## src/rtl/ctl_pkg.sv

```systemverilog
// Shared definitions for the control sequencer: microword field layout, bus select
// codes, idle and fetch control words, and the microword-to-control decoder.
package ctl_pkg;

  localparam int unsigned UwW = 24;
  localparam int unsigned OpW = 8;

  // Microword field offsets (LSB first)
  localparam int unsigned FAddrOut  = 0;
  localparam int unsigned FAddrLoad = 3;
  localparam int unsigned FOut      = 6;
  localparam int unsigned FLoad     = 10;
  localparam int unsigned FAcInc    = 14;
  localparam int unsigned FAcDec    = 15;
  localparam int unsigned FSign     = 16;
  localparam int unsigned FEnd      = 17;
  localparam int unsigned FCond     = 18;
  localparam int unsigned FIdx      = 19;
  localparam int unsigned FHalt     = 21;

  // Address-bus device selects
  localparam logic [2:0] AselTx    = 3'd0;
  localparam logic [2:0] AselSdp   = 3'd1;
  localparam logic [2:0] AselAcalc = 3'd2;
  localparam logic [2:0] AselSp    = 3'd3;
  localparam logic [2:0] AselLr    = 3'd4;
  localparam logic [2:0] AselPc    = 3'd5;
  localparam logic [2:0] AselIdle  = 3'd7;

  // Memory-bus device selects
  localparam logic [3:0] MselIr   = 4'd8;
  localparam logic [3:0] MselMem  = 4'd9;
  localparam logic [3:0] MselTxl  = 4'd11;
  localparam logic [3:0] MselTxh  = 4'd12;
  localparam logic [3:0] MselIdle = 4'd15;

  localparam logic [OpW-1:0] IrqOpcode = 8'hFF;

  typedef struct packed {
    logic [2:0] addrout;
    logic [2:0] addrload;
    logic [3:0] out;
    logic [3:0] load;
    logic       acincn;
    logic       acdecn;
    logic       m_sign;
  } ctl_out_t;

  localparam ctl_out_t CtlIdle = '{addrout: AselIdle, addrload: AselIdle, out: MselIdle,
                                   load: MselIdle, acincn: 1'b1, acdecn: 1'b1, m_sign: 1'b0};

  // Hardwired fetch: PC onto the address bus, memory into IR, then bump PC
  localparam ctl_out_t CtlFetch = '{addrout: AselPc, addrload: AselIdle, out: MselMem,
                                    load: MselIr, acincn: 1'b0, acdecn: 1'b1, m_sign: 1'b0};

  // Only the datapath fields are passed in; sequencing bits are handled by the caller
  function automatic ctl_out_t decode_ctl(input logic [FEnd-1:0] uw);
    ctl_out_t c;
    c.addrout  = uw[FAddrOut +: 3];
    c.addrload = uw[FAddrLoad +: 3];
    c.out      = uw[FOut +: 4];
    c.load     = uw[FLoad +: 4];
    c.acincn   = ~uw[FAcInc];
    c.acdecn   = ~uw[FAcDec];
    c.m_sign   = uw[FSign];
    return c;
  endfunction

endpackage

```

## src/rtl/step_counter.sv

```systemverilog
// Micro-step counter: synchronous clear, load-to-one (interrupt entry), increment,
// hold otherwise; wrap flags the last step.
module step_counter #(
  parameter int unsigned STEP_W = 4
) (
  input  logic              clk,
  input  logic              rst,
  input  logic              clear,
  input  logic              start,
  input  logic              inc,
  output logic [STEP_W-1:0] count,
  output logic              wrap
);

  logic [STEP_W-1:0] count_q, count_d;

  // Next count: clear beats start beats increment
  always_comb begin
    count_d = count_q;
    if (clear) begin
      count_d = '0;
    end else if (start) begin
      count_d = STEP_W'(1);
    end else if (inc) begin
      count_d = count_q + STEP_W'(1);
    end
  end

  // Count register with synchronous reset
  always_ff @(posedge clk) begin
    if (rst) begin
      count_q <= '0;
    end else begin
      count_q <= count_d;
    end
  end

  assign count = count_q;
  assign wrap  = &count_q;

endmodule

```

## src/rtl/control_sequencer.sv

```systemverilog
// Microcode sequencer: forms {opcode, step} ROM addresses, unpacks microwords into
// bus/counter controls, handles end, conditional exit, wrap and sticky halt.
// Optional interrupt entry is compiled in with CTL_IRQ_EN.
module control_sequencer
  import ctl_pkg::*;
#(
  parameter int unsigned STEP_W = 4,
  parameter int unsigned UW_W   = UwW
) (
  input  logic                    clk,
  input  logic                    rst,
  input  logic [OpW-1:0]          opcode,
  input  logic [3:0]              flags,
  output logic [OpW+STEP_W-1:0]   uc_addr,
  input  logic [UW_W-1:0]         uc_data,
  output logic [2:0]              addroutctl,
  output logic [2:0]              addrloadctl,
  output logic [3:0]              outctl,
  output logic [3:0]              loadctl,
  output logic                    acincn,
  output logic                    acdecn,
  output logic                    m_sign,
  output logic [STEP_W-1:0]       step,
  output logic                    halted
`ifdef CTL_IRQ_EN
  ,
  input  logic                    irq,
  output logic                    irq_ack
`endif
);

  typedef enum logic {StRun, StHalted} state_e;

  state_e            state_q, state_d;
  logic [STEP_W-1:0] step_q;
  logic              wrap;
  logic              to_zero, clr, start, inc;
  logic [OpW-1:0]    opcode_eff;
  ctl_out_t          ctl;

  // Reserved microword bits carry no meaning
  logic unused_uw;
  assign unused_uw = ^uc_data[UW_W-1:FHalt+1];

  step_counter #(
    .STEP_W (STEP_W)
  ) u_step_counter (
    .clk   (clk),
    .rst   (rst),
    .clear (clr),
    .start (start),
    .inc   (inc),
    .count (step_q),
    .wrap  (wrap)
  );

  // Decode the current step into controls and pick the next-step action
  always_comb begin
    state_d = state_q;
    ctl     = CtlIdle;
    to_zero = 1'b0;
    inc     = 1'b0;
    unique case (state_q)
      StRun: begin
        if (step_q == '0) begin
          ctl = CtlFetch;
          inc = 1'b1;
        end else if (uc_data[FCond] && !flags[uc_data[FIdx +: 2]]) begin
          // Failed condition: word suppressed, instruction ends here
          to_zero = 1'b1;
        end else begin
          ctl = decode_ctl(uc_data[FEnd-1:0]);
          if (uc_data[FHalt]) begin
            state_d = StHalted;
          end else if (uc_data[FEnd] || wrap) begin
            to_zero = 1'b1;
          end else begin
            inc = 1'b1;
          end
        end
      end
      StHalted: ;
      default: ;
    endcase
  end

`ifdef CTL_IRQ_EN
  logic irq_active_q, irq_active_d;
  logic irq_ack_q, irq_ack_d;

  // At an instruction boundary, divert into the interrupt routine instead of fetching
  always_comb begin
    clr          = 1'b0;
    start        = 1'b0;
    irq_ack_d    = 1'b0;
    irq_active_d = irq_active_q;
    if (to_zero) begin
      if (irq && !irq_active_q) begin
        start        = 1'b1;
        irq_active_d = 1'b1;
        irq_ack_d    = 1'b1;
      end else begin
        clr          = 1'b1;
        irq_active_d = 1'b0;
      end
    end
  end

  // Interrupt bookkeeping registers
  always_ff @(posedge clk) begin
    if (rst) begin
      irq_active_q <= 1'b0;
      irq_ack_q    <= 1'b0;
    end else begin
      irq_active_q <= irq_active_d;
      irq_ack_q    <= irq_ack_d;
    end
  end

  assign irq_ack    = irq_ack_q;
  assign opcode_eff = irq_active_q ? IrqOpcode : opcode;
`else
  // Without interrupts every boundary returns straight to fetch
  always_comb begin
    clr   = to_zero;
    start = 1'b0;
  end

  assign opcode_eff = opcode;
`endif

  // Run/halt state register
  always_ff @(posedge clk) begin
    if (rst) begin
      state_q <= StRun;
    end else begin
      state_q <= state_d;
    end
  end

  assign uc_addr     = {opcode_eff, step_q};
  assign addroutctl  = ctl.addrout;
  assign addrloadctl = ctl.addrload;
  assign outctl      = ctl.out;
  assign loadctl     = ctl.load;
  assign acincn      = ctl.acincn;
  assign acdecn      = ctl.acdecn;
  assign m_sign      = ctl.m_sign;
  assign step        = step_q;
  assign halted      = (state_q == StHalted);

endmodule

```

## config.mk

```make
export PLATFORM = sky130hd
export DESIGN_NAME = control_sequencer
export DESIGN_NICKNAME = d
export VERILOG_FILES = /design/src/rtl/ctl_pkg.sv /design/src/rtl/step_counter.sv /design/src/rtl/control_sequencer.sv
export SDC_FILE = /design/constraint.sdc
export NUM_CORES = 1
export LEC_CHECK = 0
export BUFFER_PORTS_ARGS = -buffer_cell sky130_fd_sc_hd__buf_2
export CAP_MARGIN = 15
export CORE_MARGIN = 2
export CORE_UTILIZATION = 33
export CTS_BUF_LIST = sky130_fd_sc_hd__clkbuf_8 sky130_fd_sc_hd__clkbuf_16
export DETAILED_ROUTE_END_ITERATION = 10
export PLACE_DENSITY = 0.8
export SLEW_MARGIN = 20
export SYNTH_ARGS = -nofsm -noshare
export SYNTH_HDL_FRONTEND = slang
export SYNTH_SLANG_ARGS = --single-unit
```

## constraint.sdc

```tcl
create_clock -name clk -period 2.3 [get_ports clk]
set_input_delay 0.575 -clock clk [delete_from_list [all_inputs] [get_ports clk]]
set_output_delay 0.575 -clock clk [all_outputs]
set_load 0.01 [all_outputs]
```

==> impl_metrics.csv <==
group,metric,value,unit
run_status,outcome,"complete, no violations",
floorplan,die_x,47.28,um
placed_design,numPlacedInstances,152,
critical_path,required,1.73,ns
yosys,syn_avg_cell_area,7.272,um2
placed_design,place.port_buffers,53,
critical_path,cpPeakStageDelay,0.26,ns
clock_tree,cts-buffers-inserted,3,
clock_tree,cts_tree,"done",
floorplan,fp.dieH,47.28,um
yosys,syn_nets,125,
final_layout,final_cells,163,
critical_path,path_cells,"buf_2, mux2i_2, buf_4, a22oi_2, a21oi_1, or2_2, buf_2",
clock_tree,clock_path_buffers,2,
final_layout,antenna_cells,0,
yosys,yosys_warnings,0,
placed_design,dp_hpwl,1528,um
route,vias,842,
global_route,grt_overflow,0,
timing,finalCritPeriodShare,0.9854,
final_layout,drive_above_1_share,0.5580,
clock_tree,cts.clk_slew.worst_paths,0.03,ns
global_route,grt_max_degree,17,
global_route,grtUsageTotal,0.1994,
yosys,syn-cell-area,618.1,um2
final_layout,final_area,982.2,um2
job,drv_cap,0,
pwr,p_per_area,1109,mW/mm2
critical_path,arrival,1.69,ns
route,first_iter_violations,19,
route,wl_per_cell,12.98,um
floorplan,die-area,0.002235,mm2
critical_path,crit_type,"input port to output port",
critical_path,crit_path_end_kind,"output port",
placed_design,place.gp.congestion,0.8379,
route,viasPerCell,5.166,
route,drcViolationCount,0,
timing,min_period,2.266,ns
timing,slew_violations,0,
global_route,grt_first_pass_wirelength,3125,um
clock_tree,cts_sinks,5,
route,firstDrtPassIters,4,
global_route,grt_pass1_vias,739,
critical_path,cp_common_cell,"buf_2",
yosys,yosysUniqueCellTypes,34,
timing,whs,0.5254,ns
timing,hold_viol_final,0,
yosys,synth-seq-area-share,0.1619,
final_layout,area_growth,58.91,%
clock_tree,cts_root_buf,"clkbuf_8",
placed_design,placed_area,842.1,um2
pwr,leakagePower,0.4781,nW
floorplan,core-area,0.001745,mm2
yosys,yosysTopAreaCellShare,0.1619,
route,routed_wl,2115,um
timing,slew_headroom,0.6952,
floorplan,initial_utilization,0.3541,
critical_path,cpMaxStageDelayCell,"or2_2",
route,drtAntennaViolNets,0,
critical_path,crit_fanout,2,
floorplan,rows,15,
yosys,synth_cells,85,
clock_tree,cts-hold-fix-buffers,0,
timing,clock_skew,0.0008008,ns
final_layout,fillers,178,
worst_hold_path,hold_class,"input port to flip-flop",
pwr,ir_drop,0.0005920,V
timing,worst_slew_pin_slew,0.4572,ns
floorplan,ios,72,
yosys,ys_ff_latch,5,
yosys,yosys.area.top_type,"dfxtp_1",
timing,setup_viol,0,
timing,fmax,441.2,MHz
final_layout,nets,179,
pwr,total_power,1.090,mW
global_route,antenna_found_initial,0,
clock_tree,h-tree-depth,1,
yosys,ys_top_cells_by_area,"dfxtp_1 16%, buf_4 15%, nand2b_1 9.1%",
critical_path,start_kind,"input port",
clock_tree,clkLatencyLatePin,0.22,ns
cells in the final DEF, fill, tap and decap left out, drive strengths merged, types with 2 or more instances in the layout:
cell    instances
nand2           3
mux2i           2
clkbuf          3
o21ai           9
a221oi          2
ha              2
nand2b          9
buf            63
nor2b           2
a31oi           2
inv             5
a21oi           4
nor3            2
o211ai          2
nor2            7
dfxtp           5
routing by layer:
metal  vias up  wire length, um  global-route usage
met5         -                0                   0
met4         0               41              0.1389
met3         6              166             0.04615
met2        49             1085              0.3189
met1       385              821              0.2323
li1        402                -                   -
repair_timing:
item                                    CTS  global route
pin swaps                                 1             2
setup buffers                             2             4
endpoints found under the setup margin   12            17
gates resized for setup                   5             8
cloned                                    0             1
synth_stat cells, drive strengths merged:
cell	n
buf	13
nand2b	9
o21ai	9
nor2	7
dfxtp	5
a21oi	4
inv	4
nand2	3
a221oi	2
a31oi	2
clkbuf	2
ha	2
mux2i	2
nor2b	2
o211ai	2
a211o	1
a211oi	1
a22o	1
a22oi	1
a311o	1
and2	1
and3	1
nand3	1
nand3b	1
nor3	1
nor3b	1
nor4	1
o311ai	1
o31ai	1
or2	1
or3	1
or4	1
metrics by stage:
stage            util  setup TNS (ns)  setup WS [ns]
5_1_grt        0.5627        -0.01265       -0.01236
2_1_floorplan       -               0         0.2071
4_1_cts        0.5305               0       0.003830
3_5_place_dp   0.4824         -0.6934       -0.09588
6_report       0.5627               0        0.03362
3_3_place_gp   0.4824         -0.3139       -0.05178
area by class of cell:
| type | count | area (um2) | area share |
|---|---|---|---|
| multi-input combinational | 62 | 444.2 | 0.4522 |
| timing repair buffer | 63 | 344.1 | 0.3503 |
| sequential | 5 | 102.6 | 0.1045 |
| clock buffer | 3 | 41.29 | 0.04204 |
| tap | 25 | 31.28 | 0.03185 |
| inverter | 4 | 15.01 | 0.01529 |
| clock inverter | 1 | 3.754 | 0.003822 |
worst max-delay path: cells and delay by family:
family / cells / cell delay (ns)
multiplexers: 1 / 0.16
AO/OA/AOI/OAI: 2 / 0.29
buffers and inverters: 3 / 0.40
AND/OR/NAND/NOR: 1 / 0.26
power by group:
| part | total (mW) | internal (mW) | switching (mW) |
|---|---|---|---|
| Clock | 0.162 | 0.115 | 0.0470 |
| Sequential | 0.157 | 0.113 | 0.0434 |
| Combinational | 0.771 | 0.370 | 0.401 |
registers in the layout, indices dropped and copies added, names as in the netlist:
name,flops
u_step_counter.count,4
halted,1
kinds of logic after synthesis:
family / count (synthesis) / share of synthesized area
and+or+nand+nor: 31 / 0.2915
AOI/OAI and AO/OA: 26 / 0.2834
buffers and inverters: 19 / 0.1903
DFF: 5 / 0.1619
muxes: 2 / 0.03239
adders and majority gates: 2 / 0.04048
final timing paths:
kind / startpoint / endpoint / slack (ns) / depth (start not counted)
setup reg to reg: u_step_counter.count[0] / u_step_counter.count[2] / 0.37 / 5
setup / recovery: uc_data[19] / acincn / 0.03 / 7
hold / removal: rst / halted / 0.53 / 2
hold reg to reg: u_step_counter.count[0] / u_step_counter.count[0] / 0.54 / 2
Note: power is estimated with default switching activity, not from simulation.
